### src/rtl/console_driver.sv
// console_driver: front-panel sequencer that loads/reads computer RAM and starts runs via SWA/SWB/input_data/pc_clr.
// Define CONSOLE_TIMEOUT_EN to enable the per-word watchdog.
module console_driver #(
   parameter int         DATA_WIDTH = 16,
   parameter logic [7:0] IDLE_UADDR = 8'h00,
   parameter int         TIMEOUT    = 255
) (
   input  logic                  clk,
   input  logic                  clr,
   input  logic                  cmd_valid,
   output logic                  cmd_ready,
   input  logic [1:0]            cmd_mode,
   input  logic [DATA_WIDTH-1:0] cmd_addr,
   input  logic [7:0]            cmd_len,
   input  logic                  wr_valid,
   output logic                  wr_ready,
   input  logic [DATA_WIDTH-1:0] wr_data,
   output logic                  rd_valid,
   output logic [DATA_WIDTH-1:0] rd_data,
   input  logic [7:0]            uaddr_in,
   input  logic                  exec_phase,
   input  logic [DATA_WIDTH-1:0] led_in,
   output logic                  SWA,
   output logic                  SWB,
   output logic [DATA_WIDTH-1:0] data_out,
   output logic                  pc_clr,
   output logic                  busy,
   output logic                  error
);
   typedef enum logic [2:0] {IDLE, ADDR, WFETCH, WWAIT, RWAIT, RUN, DONE} state_t;
`ifdef CONSOLE_TIMEOUT_EN
   localparam bit TMO_EN = 1'b1;
`else
   localparam bit TMO_EN = 1'b0;
`endif
   state_t                state_q, state_d;
   logic [1:0]            mode_q, mode_d;
   logic [7:0]            cnt_q, cnt_d;
   logic [DATA_WIDTH-1:0] dout_q, dout_d, rdat_q, rdat_d;
   logic                  left_q, left_d, rv_q, rv_d, err_q, err_d, run_q, run_d;
   logic [15:0]           tmo_q, tmo_d;
   logic                  accept, consumed, restart, waiting, timeout;
   assign accept   = state_q == IDLE && cmd_valid;
   assign consumed = exec_phase && uaddr_in == IDLE_UADDR && left_q;
   // every word starts a fresh wait: entering ADDR, WWAIT or RWAIT (RWAIT re-entered after each consumption)
   assign restart  = accept || (state_q == WFETCH && wr_valid) || consumed;
   assign waiting  = state_q inside {ADDR, WWAIT, RWAIT};
   assign timeout  = TMO_EN && waiting && !consumed && tmo_q == 16'(TIMEOUT - 1);
   always_comb begin
      state_d = state_q;
      mode_d  = mode_q;
      cnt_d   = cnt_q;
      dout_d  = dout_q;
      rdat_d  = rdat_q;
      rv_d    = 1'b0;
      err_d   = err_q;
      run_d   = 1'b0;
      left_d  = restart ? 1'b0 : (exec_phase && uaddr_in != IDLE_UADDR) ? 1'b1 : left_q;
      tmo_d   = restart ? '0 : waiting ? tmo_q + 16'd1 : tmo_q;
      unique case (state_q)
         IDLE: if (cmd_valid) begin
            mode_d  = cmd_mode;
            cnt_d   = cmd_len;
            err_d   = cmd_mode == 2'b11;
            dout_d  = cmd_mode == 2'b11 ? dout_q : cmd_addr;
            state_d = cmd_mode == 2'b11 ? DONE : cmd_mode == 2'b00 ? RUN : ADDR;
         end
         ADDR: if (consumed) state_d = cnt_q == 8'd0 ? DONE : mode_q == 2'b01 ? WFETCH : RWAIT;
         WFETCH: if (wr_valid) begin
            dout_d  = wr_data;
            state_d = WWAIT;
         end
         WWAIT, RWAIT: if (consumed) begin
            cnt_d   = cnt_q - 8'd1;
            rv_d    = state_q == RWAIT;
            rdat_d  = state_q == RWAIT ? led_in : rdat_q;
            state_d = cnt_q == 8'd1 ? DONE : state_q == WWAIT ? WFETCH : RWAIT;
         end
         RUN: begin
            run_d   = 1'b1;
            state_d = run_q ? DONE : RUN;
         end
         default: state_d = IDLE;
      endcase
      if (timeout) begin
         err_d   = 1'b1;
         state_d = DONE;
      end
      if (state_d == DONE) dout_d = '0;
   end
   always_ff @(posedge clk) begin
      if (clr) begin
         state_q <= IDLE;
         mode_q  <= '0;
         cnt_q   <= '0;
         dout_q  <= '0;
         rdat_q  <= '0;
         left_q  <= 1'b0;
         rv_q    <= 1'b0;
         err_q   <= 1'b0;
         run_q   <= 1'b0;
         tmo_q   <= '0;
      end else begin
         state_q <= state_d;
         mode_q  <= mode_d;
         cnt_q   <= cnt_d;
         dout_q  <= dout_d;
         rdat_q  <= rdat_d;
         left_q  <= left_d;
         rv_q    <= rv_d;
         err_q   <= err_d;
         run_q   <= run_d;
         tmo_q   <= tmo_d;
      end
   end
   assign cmd_ready  = state_q == IDLE;
   assign wr_ready   = state_q == WFETCH;
   assign rd_valid   = rv_q;
   assign rd_data    = rdat_q;
   assign {SWB, SWA} = waiting || state_q == WFETCH ? mode_q : 2'b00;
   assign data_out   = dout_q;
   assign pc_clr     = state_q == RUN;
   assign busy       = state_q != IDLE;
   assign error      = err_q;
endmodule

### config.mk
export PLATFORM = sky130hd
export DESIGN_NAME = console_driver
export DESIGN_NICKNAME = d
export VERILOG_FILES = /design/src/rtl/console_driver.sv
export SDC_FILE = /design/constraint.sdc
export NUM_CORES = 1
export LEC_CHECK = 0
export CAP_MARGIN = 20
export CORE_ASPECT_RATIO = 1.2
export CORE_UTILIZATION = 42
export CTS_CLUSTER_SIZE = 10
export DETAILED_ROUTE_END_ITERATION = 8
export PLACE_DENSITY = 0.81
export SYNTH_ARGS = -nofsm -noshare
export SYNTH_HDL_FRONTEND = slang
export SYNTH_SLANG_ARGS = --single-unit
### constraint.sdc
create_clock -name clk -period 3.1 [get_ports clk]
set_input_delay 0.62 -clock clk [delete_from_list [all_inputs] [get_ports clk]]
set_output_delay 0.62 -clock clk [all_outputs]
set_load 0.03 [all_outputs]
# Word-level counts from Yosys, hierarchy flattened
# Index checks and enable logic that the tools add are counted.
[totals]
ff_bits = 49
in_bits = 71
out_inout_bits = 40
word_cells = 71
[classes]
add_sub_neg = 1
n_eq_ne = 13
mux = 21
bitwise = 2
n_reduce_logical = 25
[ops]
columns = ["operator", "count"]
rows = [
  ["2-to-1 mux 16 bit", 3],
  ["one-hot mux 16 bit (2 select lines)", 1],
  ["2-to-1 mux 3 bit", 10],
  ["zero test 8 bit", 2],
  ["2-to-1 mux 8 bit", 2],
  ["one-hot mux 8 bit (2 select lines)", 1],
  ["one-hot mux 3 bit (5 select lines)", 1],
  ["== test 3 bit (second input constant)", 3],
  ["== test 8 x 1 -> 1 bit (second input constant)", 1],
  ["!= test 2 bit (second input constant)", 4],
  ["nonzero test 8 bit", 1],
  ["subtractor 8 x 1 -> 8 bit (second input constant)", 1],
  ["== test 3 x 2 -> 1 bit (second input constant)", 2],
  ["AND reduction 3 bit", 2],
  ["nonzero test 3 bit", 2],
  ["OR reduction 2 bit", 3],
  ["logical AND 1 bit", 5],
  ["2-to-1 mux 2 bit", 2],
  ["AND reduction 4 bit", 1],
  ["nonzero test 2 bit", 2],
  ["== test 3 x 1 -> 1 bit (second input constant)", 1],
  ["zero test 3 bit", 1],
  ["logical OR 1 bit", 3],
  ["OR reduction 3 bit", 1],
  ["6 further kinds", 7],
]

# Longest topological paths before layout
[depth]
word_depth = 7
ltp_mapped = 8
ltp_nobuf = 7

# Worst setup path after synthesis
# OpenSTA, ideal clock, no wires.
[synth_timing]
kind = "in2reg"
start = "in uaddr_in[2]"
end = "reg dout_q[10] (netlist: data_out[10])"
t_arrival_ns = 2.231
required_ns = 2.967
slack_ns = 0.736
stages = 6
n_path_buf = 1
path_cell_list = "or4_4 > or3_1 > a211o_1 > o21bai_4 > buf_4 > a21oi_1"
[synth_between]
elab_chain_len = 7
word_cells_on_any_way = 8
[synth_rtl]
columns = ["element", "line_no", "rtl"]
rows = [
  ["from (decl)", "20", "input logic [7:0] uaddr_in,"],
  ["zero test 8 bit *", "44", "assign consumed = exec_phase && uaddr_in == IDLE_UADDR && left_q;"],
  ["logical AND 1 bit * (2 in series)", "44", ""],
  ["2-to-1 mux 3 bit (on tied branches)", "73, 68", ""],
  ["one-hot mux 3 bit (5 select lines) *", "60", "unique case (state_q)"],
  ["== test 3 bit *", "89", "if (state_d == DONE) dout_d = '0;"],
  ["OR reduction 2 bit (no source line) *", "n/a", ""],
  ["to (signal assigned)", "107", "dout_q <= dout_d;"],
  ["to (decl)", "39", "logic [DATA_WIDTH-1:0] dout_q, dout_d, rdat_q, rdat_d;"],
]
# Mark *: on every way between the ends. The rest lies on a longest branch, timed or not.
# A chain may end at the register's enable or synchronous reset.

# Worst setup path in the final report
[layout_timing]
start = "reg state_q[1]"
end = "out SWB"
[layout_between]
elab_chain_len = 4
word_cells_on_any_way = 7
[layout_rtl]
columns = ["element", "line_no", "rtl"]
rows = [
  ["from (decl)", "36", "state_t state_q, state_d;"],
  ["from (signal assigned)", "104", "state_q <= state_d;"],
  ["== test 3 x 1 -> 1 bit, or another cell as far along", "47", "assign waiting = state_q inside {ADDR, WWAIT, RWAIT};"],
  ["nonzero test 3 bit", "47", ""],
  ["logical OR 1 bit *", "120", "assign {SWB, SWA} = waiting || state_q == WFETCH ? mode_q : 2'b00;"],
  ["2-to-1 mux 2 bit *", "120", ""],
  ["to (decl)", "24", "output logic SWB,"],
]
# Marks and branches as above.

==> run_results.csv <==
group,metric,value,unit
pwr,ir_worst_vdd,0.000488,V
floorplan,start_util,43.5,%
routing,wl_per_cell,13.2,um
pwr,switching_share,36.3,%
grt,grt_antenna_before_repair,0,
synthesis,yosys.area.top_type,"dfxtp_1",
routing,via_per_inst,5.16,
clocking,cts_tree,"built",
grt,grt_max_degree,33,
floorplan,fp.dieW,71.7,um
critical_path,rrSetupSlack,0.92,ns
synthesis,synth_top_family_by_area,"simple AND/OR/NAND/NOR gates",
placed_design,hpwl,4560,um
synthesis,synth_edf_count,0,
timing,timing.final.crit_period,2.67,ns
synthesis,synth_xor_xnor_area_share,0.358,%
critical_path,cp_slowest_stage_delay,0.67,ns
synthesis,syn_nets,361,
grt,overflow,0,
timing,fin_ws,0.427,ns
synthesis,synth_compound_area_share,18.5,%
critical_path,cp_max_fo,16,
synthesis,synth.avg_cell_area,8.56,um2
clocking,path_clk_slew,0.09,ns
critical_path,cp-end-kind,"output pin",
clocking,cts_sinks,49,
synthesis,syn-instance-count,286,
timing,setup_violations,0,
hold_path,min-delay-start,"cnt_q[6]$_SDFFE_PP0P_",
synthesis,synth_area_leaders,"dfxtp_1 (40%), mux2i_1 (15%), a21oi_1 (5.3%)",
pwr,power_density,603,nW/um2
clocking,max-clock-path-buffers,2,
placed_design,port-buffer-count,110,
final_layout,final_nets,467,
synthesis,synth.area.mux_share,15.1,%
routing,drt_wl_total,6050,um
critical_path,cp_cell_sequence,"nor2_1 -> xnor2_1 -> and2_1 -> clkdlybuf4s50_1",
final_layout,diodes,0,
floorplan,pin_count,111,
pwr,clock_power_share,21.5,%
critical_path,worst-path-buf-inv,1,
pwr,seq_power_share,36.9,%
timing,finalCritPeriodShare,86.2,%
synthesis,seq_area_frac_synth,40.1,%
critical_path,cp-start-kind,"flip-flop",
synthesis,netlist_area,2450,um2
pwr,p_leak,1.50,nW
placed_design,preCtsSetupSlack,0.194,ns
status,outcome,"completed",
clocking,cts_inserted_buffers,5,
critical_path,reg2reg_from,"state_q[2]$_SDFF_PP0_",
timing,rsz0062_at_grt,"false",
synthesis,synth_cell_types,44,
synthesis,synth_seq_cells,49,
grt,grt_pass1_wl,9850,um
timing,skew,0.0113,ns
clocking,insertion_delay,0.31,ns
floorplan,core_area,5630,um2
critical_path,worstSetupPathDepth,4,
routing,drt_iter0_drc,108,
timing,max_freq,0.374,GHz
critical_path,crit_required,2.48,ns
final_layout,nFillCells,507,
floorplan,die_h,85.6,um
synthesis,async_flop_share,0,%
floorplan,num_rows,30,
critical_path,critical_path_class,"reg -> out",
final_layout,syn_to_final_growth,52.3,%
timing,tightest_slew,0.569,ns
timing,drv_slew,0,
synthesis,ys.flop_type,"dfxtp_1",
hold_path,min_to,"cnt_q[6]$_SDFFE_PP0P_",
routing,drt-pass1-iter-count,4,
job,cap_violations,0,
pwr,total_power,2.25,mW
routing,final_antenna_net_count,0,
pwr,p_int,1.43,mW
final_layout,layout-drive-gt1-share,6.87,%
grt,grt_util_all_layers,20.3,%
timing,hold_violations,0,
clocking,cts_root_buf,"clkbuf_8",
critical_path,cp_data_arrival_time,2.05,ns
timing,fin_setup_tns,0,ns
clocking,ctsHoldBuffers,0,
pwr,p_switching,816,uW
floorplan,fp.dieArea,6140,um2
grt,grt_pass1_vias,2252,
critical_path,r2r_end,"data_out[3]$_SDFFE_PP0P_",
synthesis,synth_top_cell_area_share,40.1,%
critical_path,cp_slowest_cell,"clkdlybuf4s50_1",
pwr,comb_power_share,41.7,%
placed_design,gp_congestion,0.785,
clocking,post_cts_resize_count,0,
hold_path,whs_path_depth,2,
routing,vias,2357,
synthesis,synth_simple_gate_area_share,19.1,%
synthesis,yosys_warnings,0,
critical_path,cp_top_family,"buffers and inverters",
routing,drc_errors,0,
critical_path,r2r_cells,6,
hold_path,min_path_type,"reg -> reg",
clocking,cts_max_level,2,
clocking,cts_setup_buffers,0,
timing,worst_slew_margin_rel,62.0,%
final_layout,finish.utilization,66.2,%
synthesis,synth_fa_ha_area_share,2.04,%
cells by family after synthesis:
kind of cell             count (synthesis)
AO/OA/AOI/OAI                           74
XOR/XNOR                                 1
adder cells (fa/ha/maj)                  4
buffers and inverters                   28
flip-flops                              49
multiplexers                            37
AND/OR/NAND/NOR                         93
Yosys cell counts, types with 2 or more instances:
master and count:
dfxtp_1 49, mux2i_1 37, nor2_1 34, a21oi_1 26, o21ai_0 25, nand2_1 20, clkbuf_1 10, inv_1 9
or3_1 7, and2_1 5, buf_2 5, nor3_1 5, ha_1 4, nand3_1 4, a221oi_1 3, a31o_2 3
nand3b_1 3, nor2b_1 3, a211o_1 2, a21o_1 2, a31oi_1 2, buf_1 2, buf_4 2, nand2b_1 2
nor3b_1 2, or3b_2 2
tightest hold or removal path, stage by stage (launching register included):
cell and delay (ns):
dfxtp_1 0.32, inv_1 0.06, a221oi_1 0.07
per-stage QoR:
step | area, um2 | hold WS (ns) | cells
finish | 3730 | 0.493 | 457
global route | 3730 | 0.524 | 457
CTS | 3730 | 0.496 | 457
detailed placement | 3610 | 0.480 | 449
global placement | 3610 | 0.467 | 449
floorplan | 2450 | 0.454 | 286
sequential cells by signal (all words and copies together), names as in the netlist:
name	count
run_q	1
error	1
cnt_q	8
rd_data	16
mode_q	2
rd_valid	1
left_q	1
state_q	3
data_out	16
power groups by stage:
stage	logic, mW	registers [mW]	clock network [mW]
6_report	0.937	0.829	0.483
3_3_place_gp	0.919	0.841	0
2_1_floorplan	0.458	0.958	0
4_1_cts	0.940	0.828	0.488
5_1_grt	1.02	0.850	0.521
3_5_place_dp	0.937	0.837	0
cell type report:
cell class                 count  area, um2  share of cell area [%]
timing repair buffer         118       1160                    31.1
multi-input combinational    209       1350                    36.3
inverter                       9       33.8                   0.906
tap                           64       80.1                    2.15
sequential                    49        981                    26.3
clock buffer                   6       82.6                    2.21
clock inverter                 2       37.5                    1.01
placed cells by master, fill, tap and decap left out, drive strengths merged, types with 2 or more instances in the layout:
| cell | count |
|---|---|
| a21oi | 26 |
| nor2b | 3 |
| o21ai | 26 |
| buf | 8 |
| a21o | 2 |
| nand3b | 3 |
| clkbuf | 6 |
| inv | 9 |
| a211o | 2 |
| or3 | 7 |
| nand3 | 4 |
| a211oi | 2 |
| ha | 4 |
| and2 | 5 |
| nor3b | 2 |
| clkdlybuf4s50 | 110 |
| nand2 | 20 |
| a31o | 3 |
| or3b | 2 |
| dfxtp | 49 |
| nand2b | 2 |
| nor3 | 6 |
| a221oi | 3 |
| nor2 | 34 |
| a31oi | 2 |
| o21bai | 2 |
| mux2i | 37 |
layer usage:
| metal | vias to the layer above | share of wire (%) | GRT usage [%] |
|---|---|---|---|
| met1 | 1054 | 41 | 22.6 |
| li1 | 1210 | - | - |
| met5 | - | 0 | 0 |
| met4 | 0 | 1.6 | 6.95 |
| met2 | 84 | 50 | 35.7 |
| met3 | 9 | 7.6 | 7.05 |
worst max-delay path by stage:
stage,to,startpoint
5_1_grt,SWA,state_q[1]$_SDFF_PP0_
3_5_place_dp,data_out[8]$_SDFFE_PP0P_,uaddr_in[2]
4_1_cts,SWB,state_q[1]$_SDFF_PP0_
2_1_floorplan,data_out[10]$_SDFFE_PP0P_,uaddr_in[2]
3_3_place_gp,data_out[2]$_SDFFE_PP0P_,uaddr_in[2]
6_report,SWB,state_q[1]$_SDFF_PP0_
Power figures use the tool's default switching activity.
